<file path="src/rtl/scandoubler_rotate_pkg.sv">
// Shared types and helpers for the rotating scandoubler SDRAM arbiter.
// Holds the arbiter states, the grant type and the cornerturn address packer.
package scandoubler_rotate_pkg;

  typedef enum logic [2:0] {
    S_IDLE,
    S_WR_SETTLE,
    S_WR_ISSUE,
    S_RD_ISSUE,
    S_RD_DRAIN
  } state_e;

  typedef enum logic {
    GRANT_READ  = 1'b0,
    GRANT_WRITE = 1'b1
  } grant_e;

  localparam int unsigned WR_BURST_DEF = 16;
  localparam int unsigned RD_BURST_DEF = 8;
  localparam int unsigned PACK_W       = 21;

  // Writes pass (col, row), reads pass (row, x): that swap is the rotation.
  function automatic logic [PACK_W-1:0] pack_addr(input logic       frame,
                                                  input logic [9:0] major,
                                                  input logic [9:0] minor);
    return {frame, major, minor};
  endfunction

endpackage

</file>
<file path="src/rtl/scandoubler_rotate_memarb.sv">
// Arbitrates one word-level SDRAM port between the scandoubler's write stream
// (16-word bursts) and its rotated read stream (8-word bursts).
module scandoubler_rotate_memarb
  import scandoubler_rotate_pkg::*;
#(
  parameter int unsigned           ADDR_WIDTH = 24,
  parameter logic [ADDR_WIDTH-1:0] BASE_ADDR  = 24'h200000,
  parameter int unsigned           WR_BURST   = WR_BURST_DEF,
  parameter int unsigned           RD_BURST   = RD_BURST_DEF,
  parameter int unsigned           WR_SETTLE  = 2
) (
  input  logic                  clk_sys,
  input  logic                  reset_n,
  input  logic                  vidin_req,
  input  logic                  vidin_frame,
  input  logic [9:0]            vidin_row,
  input  logic [9:0]            vidin_col,
  input  logic [15:0]           vidin_d,
  output logic                  vidin_ack,
  input  logic                  vidout_req,
  input  logic                  vidout_frame,
  input  logic [9:0]            vidout_row,
  input  logic [9:0]            vidout_col,
  output logic [15:0]           vidout_d,
  output logic                  vidout_ack,
  output logic                  ram_req,
  output logic                  ram_we,
  output logic [ADDR_WIDTH-1:0] ram_addr,
  output logic [15:0]           ram_wdata,
  input  logic                  ram_ack,
  input  logic [15:0]           ram_rdata,
  input  logic                  ram_rvalid
);

  localparam int unsigned WCW = (WR_BURST > 1) ? $clog2(WR_BURST) : 1;
  localparam int unsigned RCW = (RD_BURST > 1) ? $clog2(RD_BURST) : 1;
  localparam int unsigned OCW = $clog2(RD_BURST + 1);
  localparam int unsigned SCW = $clog2(WR_SETTLE + 1);

  state_e                r_state;
  grant_e                r_last_grant;
  logic [WCW-1:0]        r_wcnt;
  logic [RCW-1:0]        r_rcnt;
  logic [SCW-1:0]        r_scnt;
  logic [OCW-1:0]        r_outstanding;
  logic [9:0]            r_rd_x;
  logic [9:0]            r_rd_row;
  logic                  r_rd_frame;
  logic                  r_ram_req;
  logic                  r_ram_we;
  logic [ADDR_WIDTH-1:0] r_ram_addr;
  logic [15:0]           r_ram_wdata;
  logic [15:0]           r_vidout_d;
  logic                  r_vidout_ack;

  logic                  w_wr_ack;
  logic                  w_rd_ack;
  logic                  w_rvalid;
  logic                  w_grant_wr;
  logic [9:0]            w_rd_x_nxt;
  logic [ADDR_WIDTH-1:0] w_wr_addr;
  logic [ADDR_WIDTH-1:0] w_rd_first;
  logic [ADDR_WIDTH-1:0] w_rd_next;

  assign w_wr_ack   = r_ram_req & ram_ack & r_ram_we;
  assign w_rd_ack   = r_ram_req & ram_ack & ~r_ram_we;
  // Stray rvalid with nothing in flight (e.g. after a reset) is dropped here.
  assign w_rvalid   = ram_rvalid & (r_outstanding != '0);
  assign w_grant_wr = vidin_req & (~vidout_req | (r_last_grant == GRANT_READ));
  assign w_rd_x_nxt = r_rd_x + 10'd1;

  assign w_wr_addr  = BASE_ADDR + ADDR_WIDTH'(pack_addr(vidin_frame, vidin_col, vidin_row));
  assign w_rd_first = BASE_ADDR + ADDR_WIDTH'(pack_addr(vidout_frame, vidout_row, vidout_col));
  assign w_rd_next  = BASE_ADDR + ADDR_WIDTH'(pack_addr(r_rd_frame, r_rd_row, w_rd_x_nxt));

  // NOTE: all state below uses non-blocking assignments so every register
  // samples the pre-edge values and block ordering cannot change behaviour.
  always_ff @(posedge clk_sys or negedge reset_n) begin
    if (!reset_n) begin
      r_state      <= S_IDLE;
      r_last_grant <= GRANT_READ;
      r_wcnt       <= '0;
      r_rcnt       <= '0;
      r_scnt       <= '0;
      r_rd_x       <= '0;
      r_rd_row     <= '0;
      r_rd_frame   <= 1'b0;
      r_ram_req    <= 1'b0;
      r_ram_we     <= 1'b0;
      r_ram_addr   <= '0;
      r_ram_wdata  <= '0;
    end else begin
      case (r_state)
        S_IDLE: begin
          if (w_grant_wr) begin
            r_state <= S_WR_SETTLE;
            r_scnt  <= '0;
          end else if (vidout_req) begin
            r_state    <= S_RD_ISSUE;
            r_rd_x     <= vidout_col;
            r_rd_row   <= vidout_row;
            r_rd_frame <= vidout_frame;
            r_rcnt     <= '0;
            r_ram_req  <= 1'b1;
            r_ram_we   <= 1'b0;
            r_ram_addr <= w_rd_first;
          end
        end
        S_WR_SETTLE: begin
          if (!vidin_req) begin
            r_state      <= S_IDLE;
            r_wcnt       <= '0;
            r_last_grant <= GRANT_WRITE;
          end else if (r_scnt == SCW'(WR_SETTLE - 1)) begin
            r_state     <= S_WR_ISSUE;
            r_ram_req   <= 1'b1;
            r_ram_we    <= 1'b1;
            r_ram_addr  <= w_wr_addr;
            r_ram_wdata <= vidin_d;
          end else begin
            r_scnt <= r_scnt + 1'b1;
          end
        end
        S_WR_ISSUE: begin
          if (w_wr_ack) begin
            r_ram_req <= 1'b0;
            r_ram_we  <= 1'b0;
            if (r_wcnt == WCW'(WR_BURST - 1) || !vidin_req) begin
              r_state      <= S_IDLE;
              r_wcnt       <= '0;
              r_last_grant <= GRANT_WRITE;
            end else begin
              r_state <= S_WR_SETTLE;
              r_wcnt  <= r_wcnt + 1'b1;
              r_scnt  <= '0;
            end
          end
        end
        S_RD_ISSUE: begin
          if (w_rd_ack) begin
            r_rd_x <= w_rd_x_nxt;
            r_rcnt <= r_rcnt + 1'b1;
            if (r_rcnt == RCW'(RD_BURST - 1) || !vidout_req) begin
              r_state   <= S_RD_DRAIN;
              r_ram_req <= 1'b0;
            end else begin
              r_ram_addr <= w_rd_next;
            end
          end
        end
        S_RD_DRAIN: begin
          if (r_outstanding == '0) begin
            r_state      <= S_IDLE;
            r_rcnt       <= '0;
            r_last_grant <= GRANT_READ;
          end
        end
        default: r_state <= S_IDLE;
      endcase
    end
  end

  // Read returns arrive in issue order; forwarded even if vidout_req dropped.
  always_ff @(posedge clk_sys or negedge reset_n) begin
    if (!reset_n) begin
      r_outstanding <= '0;
      r_vidout_ack  <= 1'b0;
      r_vidout_d    <= '0;
    end else begin
      case ({w_rd_ack, w_rvalid})
        2'b10:   r_outstanding <= r_outstanding + 1'b1;
        2'b01:   r_outstanding <= r_outstanding - 1'b1;
        default: r_outstanding <= r_outstanding;
      endcase
      r_vidout_ack <= w_rvalid;
      if (w_rvalid) r_vidout_d <= ram_rdata;
    end
  end

  assign vidin_ack  = w_wr_ack;
  assign vidout_d   = r_vidout_d;
  assign vidout_ack = r_vidout_ack;
  assign ram_req    = r_ram_req;
  assign ram_we     = r_ram_we;
  assign ram_addr   = r_ram_addr;
  assign ram_wdata  = r_ram_wdata;

endmodule

</file>
<file path="config.mk">
export PLATFORM = sky130hd
export DESIGN_NAME = scandoubler_rotate_memarb
export DESIGN_NICKNAME = d
export VERILOG_FILES = /design/src/rtl/scandoubler_rotate_pkg.sv /design/src/rtl/scandoubler_rotate_memarb.sv
export SDC_FILE = /design/constraint.sdc
export NUM_CORES = 1
export LEC_CHECK = 0
export CAP_MARGIN = 10
export CELL_PAD_IN_SITES_DETAIL_PLACEMENT = 1
export CELL_PAD_IN_SITES_GLOBAL_PLACEMENT = 1
export CORE_MARGIN = 8
export CORE_UTILIZATION = 48
export DETAILED_ROUTE_END_ITERATION = 8
export DONT_BUFFER_PORTS = 1
export PLACE_DENSITY = 0.9
export SKIP_CTS_REPAIR_TIMING = 1
export SLEW_MARGIN = 15
export SYNTH_ARGS = -nofsm -noshare
export SYNTH_HDL_FRONTEND = slang
export SYNTH_SLANG_ARGS = --single-unit
</file>
<file path="constraint.sdc">
create_clock -name clk_sys -period 2.85 [get_ports clk_sys]
set_input_delay 0.57 -clock clk_sys [delete_from_list [all_inputs] [get_ports clk_sys]]
set_output_delay 0.57 -clock clk_sys [all_outputs]
set_load 0.05 [all_outputs]
</file>
==> Word level (Yosys, flattened, before mapping) <==
Index checks and enable logic that the tools add are counted.
{ "totals": {"rom_bits": 0, "n_memories": 0, "mem_bits_rw": 0, "input_bits": 80, "latchBits": 0, "out_inout_bits": 60, "word_cells": 137, "regBits": 97} }
{ "op_classes": {"magnitude_cmp": 0, "n_mux": 52, "bitwise_logic": 10, "div": 0, "n_reduce_logical": 26, "mul": 0, "n_eq_ne": 25, "n_shift": 0, "addsub": 9} }
{ "ops": {"columns": ["cell", "count"], "rows": [
  ["$mux W24", 6],
  ["$pmux W24 S3", 1],
  ["$add A22 B21 Y23 const A", 3],
  ["$mux W3", 11],
  ["$mux W10", 3],
  ["$ne A2 B2 Y1 const B", 14],
  ["$pmux W10 S2", 1],
  ["$reduce_and A6 Y1", 3],
  ["$pmux W4 S2", 2],
  ["$pmux W3 S5", 1],
  ["$mux W1", 14],
  ["$mux W4", 3],
  ["$reduce_bool A3 Y1", 4],
  ["$add A10 B1 Y10 const B", 1],
  ["$mux W2", 5],
  ["$reduce_and A5 Y1", 2],
  ["$pmux W3 S3", 1],
  ["$reduce_and A3 Y1", 3],
  ["$add A4 B1 Y4 const B", 2],
  ["$reduce_and A8 Y1", 1],
  ["$reduce_bool A4 Y1", 2],
  ["$reduce_and A7 Y1", 1],
  ["$eq A3 B2 Y1 const B", 2],
  ["$eq A3 B3 Y1 const B", 2],
  ["other kinds (20)", 34]
]} }

==> Depth between registers and ports, before layout <==
{ "logic_depth": {"depth_word": 5, "depth_mapped": 11, "mapped_depth_nobuf": 10} }

==> Worst setup path after synthesis <==
No wires, ideal clock.
{ "synth_timing": {"path_kind": "reg2reg", "startpoint": "register r_outstanding[2]", "endpoint": "register r_outstanding[2]", "synth_period_minus_slack_ps": 2477, "setup_ps": 125, "required_ps": 2725, "path_slack_ps": 373, "path_stages_with_launch": 12, "path_buffers": 1, "arrival_ps": 2352, "cell_sequence": "dfrtp_1 > or4_4 > nand2_4 > buf_6 > inv_1 > ha_1 > xor2_1 > ha_1 > a21oi_1 > xor2_1 > nor2_1 > xor2_1"} }
{ "synth_between": {"elab_chain_len": 4, "elab_cells_between_ends": 8, "classes_between": "add/sub (2); eq/ne (2); mux (1); bitwise (1); reduce/logical (2)"} }
{ "synth_lines": {"columns": ["item", "line_no", "text"], "rows": [
  ["start: declaration", "scandoubler_rotate_memarb.sv:45", "logic [OCW-1:0] r_outstanding;"],
  ["start signal: assignment", "scandoubler_rotate_memarb.sv:171", "2'b10: r_outstanding <= r_outstanding + 1'b1;"],
  ["start signal: assignment", "scandoubler_rotate_memarb.sv:172", "2'b01: r_outstanding <= r_outstanding - 1'b1;"],
  ["start signal: assignment", "scandoubler_rotate_memarb.sv:173", "default: r_outstanding <= r_outstanding;"],
  ["$reduce_bool A4 Y1 *", "scandoubler_rotate_memarb.sv:68", "assign w_rvalid = ram_rvalid & (r_outstanding != '0);"],
  ["$and A1 B1 Y1 *", "scandoubler_rotate_memarb.sv:68", null],
  ["via w_rvalid", "scandoubler_rotate_memarb.sv:58", "logic w_rvalid;"],
  ["$eq A2 B1 Y1 / $eq A2 B2 Y1 (equally long branches)", "scandoubler_rotate_memarb.sv:170", "case ({w_rd_ack, w_rvalid})"],
  ["$pmux W4 S2 / $reduce_bool A2 Y1 (equally long branches)", null, null]
]} }
The timed path passes the listed nets; every way through them passes the cells marked *.
A chain may end at the register's enable or synchronous reset.

==> Worst setup path after layout <==
Ends and elaborated chain as after synthesis.

==> reports/qor.txt <==
POWER
----------------------------------------------------------------------------------------
Internal power consumption                                                       3370 uW
Power density over cell area                                                1380 nW/um^2
Maximum resistive drop on vdd                                                 0.000972 V
Net Switching                                                                    3720 uW
Leakage power                                                                 0.00218 uW
Power share of the combinational group                                             0.381
Clock Power Share                                                                  0.120
Net Sw Frac                                                                        0.524
Portion of total power attributed to sequential cells                              0.499

FLOORPLAN
----------------------------------------------------------------------------------------
Vertical die dimension                                                       116 microns
Initial Utilization                                                                0.495
Overall die area                                                             13500 sq um
Area of the core                                                              9770 sq um
Number of top-level design ports                                                     140
Standard-cell rows                                                                    36
Die X-Extent                                                                 116 microns

GLOBAL ROUTING
----------------------------------------------------------------------------------------
Maximum number of pins on one net before global-route repair                          96
Antenna violations before repair                                                       0
Wire length of the first global-routing pass                                20500 microns
GRT Overall Usage                                                                  0.196
Vias in the first global route                                                      3841
Global route total overflow                                                            0

WORST SETUP PATH
----------------------------------------------------------------------------------------
Kind of start point of the critical path                                       flip-flop
Arrival time at the worst endpoint                                               2.77 ns
Max FO, Critical Path                                                                  5
CP Class                                                                         reg2reg
Worst Reg2Reg Path Length in Cells                                                    10
Required time of the critical path                                               3.10 ns
Endpoint class of the critical path                                            flip-flop

CELLS AND AREA
----------------------------------------------------------------------------------------
Number of antenna cells inserted                                                       0
Filler cell count                                                                   1075
Layout cell share with drive strength beyond 1                                     0.185
Area growth from synthesis to layout                                               6.26%
Summed area of non-filler cells in the final layout                           5140 sq um
Number of nets in the layout                                                         543

LOGIC SYNTHESIS
----------------------------------------------------------------------------------------
Sequential fraction of the synthesis area                                          0.491
Warnings, synthesis                                                                    0
Synthesized area divided by synthesized cell count                            10.5 sq um
Syn Std Cell Area                                                             4840 sq um
Seq cells post-synth                                                                  95
Most used flip-flop cell after synthesis                                    sky130_fd_sc_hd__dfrtp_1
Number of library cell types mapped by synthesis                                      60
Number of enable flip-flop cells after synthesis                                       0
Number of instances in the synthesized netlist                                       459
Async set-reset flop share out of synthesis                                         1.00

CLOCKING
----------------------------------------------------------------------------------------
Clock-pin transition on the worst setup and hold timing paths                    0.10 ns
Number of H-tree levels                                                                3
# clock sinks                                                                         95
Buffer depth of the longest clock path                                                 2
Buffer type at the clock tree root                                          sky130_fd_sc_hd__clkbuf_8
Number of buffers added by the clock tree synthesis step                               9
Source-to-sink clock delay at the later pin of the worst-skew pair               0.37 ns
TritonCTS clock tree                                                                 yes

DRT
----------------------------------------------------------------------------------------
Routed Antenna Nets                                                                    0
Mean routed wirelength per cell                                             22.0 microns
Number of DRC markers after the initial detailed-route iteration                     246
Final routed DRC violation total                                                       0
Number of vias per cell after detailed routing                                      5.87
Vias                                                                                3483
Aggregate routed wire length                                                13000 microns
Number of search-and-repair iterations in the first detailed-routing pass              4

STA
----------------------------------------------------------------------------------------
Final Hold Violating Endpoints                                                         0
Setup violators final                                                                  0
Worst slew margin relative to its limit                                            0.291
Worst-margin pin slew                                                            1.06 ns
Setup repair after global routing missed its margin                                false
Max Clock Freq                                                                   398 MHz
Total negative slack                                                                0 ns
Minimum hold slack                                                             0.0965 ns
Max-slew violation count                                                               0
Clock skew                                                                     0.0149 ns
Final min period                                                                 2.51 ns
Final period utilization                                                           0.882

PLACEMENT
----------------------------------------------------------------------------------------
Placed cell area                                                              4930 sq um
Routability Congestion                                                             0.892
Half-perimeter wire length after placement                                  9740 microns
Port Buffer Count                                                                      0

RUN
----------------------------------------------------------------------------------------
Number of max-cap violations                                                           0

OUTCOME
----------------------------------------------------------------------------------------
Run status                                                                     completed

WORST HOLD PATH
----------------------------------------------------------------------------------------
Min-delay worst type                                                            in2async

## layout by cell type (no fill, tap or decap), drive strengths merged, types with 2 or more instances in the layout
master,n
inv,15
clkinv,2
mux2,44
xor2,8
clkbuf,9
o2bb2ai,2
nor2,37
o31ai,2
and2,3
o22ai,3
a21oi,40
and3,2
nor2b,9
a211oi,5
nor3b,4
nor3,3
xnor2,5
o21ai,39
a221oi,3
ha,8
mux2i,15
conb,2
nand4,5
a31oi,3
nand2b,10
nor4,2
a2bb2oi,2
dfrtp,95
a211o,3
nand2,36
buf,12
nor4b,2
nand3,15
## cells in the mapped netlist, types with 3 or more instances
cell type                  instances  area, sq um
sky130_fd_sc_hd__dfrtp_1          95         2380
sky130_fd_sc_hd__mux2_2           44          495
sky130_fd_sc_hd__a21oi_1          39          195
sky130_fd_sc_hd__nor2_1           36          135
sky130_fd_sc_hd__nand2_1          35          131
sky130_fd_sc_hd__o21ai_0          28          140
sky130_fd_sc_hd__mux2i_1          15          150
sky130_fd_sc_hd__nand3_1          14         70.1
sky130_fd_sc_hd__buf_2            13         65.1
sky130_fd_sc_hd__inv_1            11         41.3
sky130_fd_sc_hd__o21ai_1          11         55.1
sky130_fd_sc_hd__nand2b_1          9         56.3
sky130_fd_sc_hd__ha_1              8          100
sky130_fd_sc_hd__nor2b_1           8         50.1
sky130_fd_sc_hd__xor2_1            8         70.1
sky130_fd_sc_hd__buf_4             7         52.6
sky130_fd_sc_hd__clkbuf_1          6         22.5
sky130_fd_sc_hd__a211oi_1          5         37.5
sky130_fd_sc_hd__xnor2_1           5         43.8
sky130_fd_sc_hd__nand4_1           4         25.0
sky130_fd_sc_hd__nor3b_1           4         30.0
sky130_fd_sc_hd__a211o_1           3         26.3
sky130_fd_sc_hd__a221oi_1          3         26.3
sky130_fd_sc_hd__o22ai_1           3         18.8
## cell type report
class / instances / area [sq um] / share of cell area
flip-flops and latches: 95 / 2380 / 0.463
repair buffers: 12 / 110 / 0.0214
clock inverters: 7 / 61.3 / 0.0119
inverters: 11 / 41.3 / 0.00803
multi-input cells: 326 / 2260 / 0.440
clock buffers: 9 / 124 / 0.0241
well taps: 133 / 166 / 0.0324
## routing by layer
layer,share of wire,GRT usage
met5,0,0
met2,0.50,0.337
met1,0.38,0.217
met4,0.012,0.0449
met3,0.11,0.0874
## registers in the layout (all words and copies together) (netlist names)
signal / count
r_rd_x: 10
ram_we: 1
r_last_grant: 1
r_state: 3
vidout_ack: 1
r_scnt: 2
ram_addr: 22
ram_wdata: 16
r_outstanding: 4
r_rd_row: 10
ram_req: 1
vidout_d: 16
r_rd_frame: 1
r_rcnt: 3
r_wcnt: 4
## kinds of logic after synthesis
family                   share of synthesized area
AO/OA/AOI/OAI                                0.140
XOR/XNOR                                    0.0235
adder cells (fa/ha/maj)                     0.0207
buffers and inverters                       0.0422
flip-flops                                   0.491
multiplexers                                 0.133
other                                     0.000775
AND/OR/NAND/NOR                              0.148
## power groups by stage
stage / sequential (uW) / combinational (uW) / clock [uW]
2_1_floorplan: 3420 / 2170 / 0
3_3_place_gp: 3530 / 2480 / 0
3_5_place_dp: 3580 / 2670 / 0
4_1_cts: 3550 / 2690 / 873
5_1_grt: 3620 / 2990 / 935
6_report: 3540 / 2700 / 851
## critical path, cell delays in order, from the launching register on
cell and delay [ns]:
sky130_fd_sc_hd__dfrtp_1 0.45, sky130_fd_sc_hd__or4_4 0.59, sky130_fd_sc_hd__nand2_4 0.10, sky130_fd_sc_hd__inv_1 0.07, sky130_fd_sc_hd__ha_1 0.27, sky130_fd_sc_hd__xor2_1 0.20, sky130_fd_sc_hd__ha_1 0.20, sky130_fd_sc_hd__a21oi_1 0.15
sky130_fd_sc_hd__xor2_1 0.17, sky130_fd_sc_hd__nor2_1 0.07, sky130_fd_sc_hd__xor2_1 0.14
## metrics by stage
step                total power (uW)  setup WS (ns)  utilization  instances
finish                          7090          0.337        0.526        593
global route                    7550          0.224        0.526        593
CTS                             7110          0.316        0.523        592
detailed placement              6250          0.365        0.504        576
global placement                6010          0.491        0.504        576
floorplan                       5590          0.373            -        460
## final timing paths
| path | start | to | slack, ns |
|---|---|---|---|
| setup / recovery | r_outstanding[2] | r_outstanding[2] | 0.34 |
| hold / removal | reset_n | r_rd_x[4] | 0.1 |
| setup reg to reg | r_outstanding[2] | r_outstanding[2] | 0.34 |
| hold reg to reg | r_scnt[0] | r_scnt[0] | 0.49 |
| max in group asynchronous | reset_n | ram_wdata[3] | 2.36 |
| min in group clk_sys | ram_rvalid | vidout_ack | 0.34 |
Power figures use the tool's default switching activity.
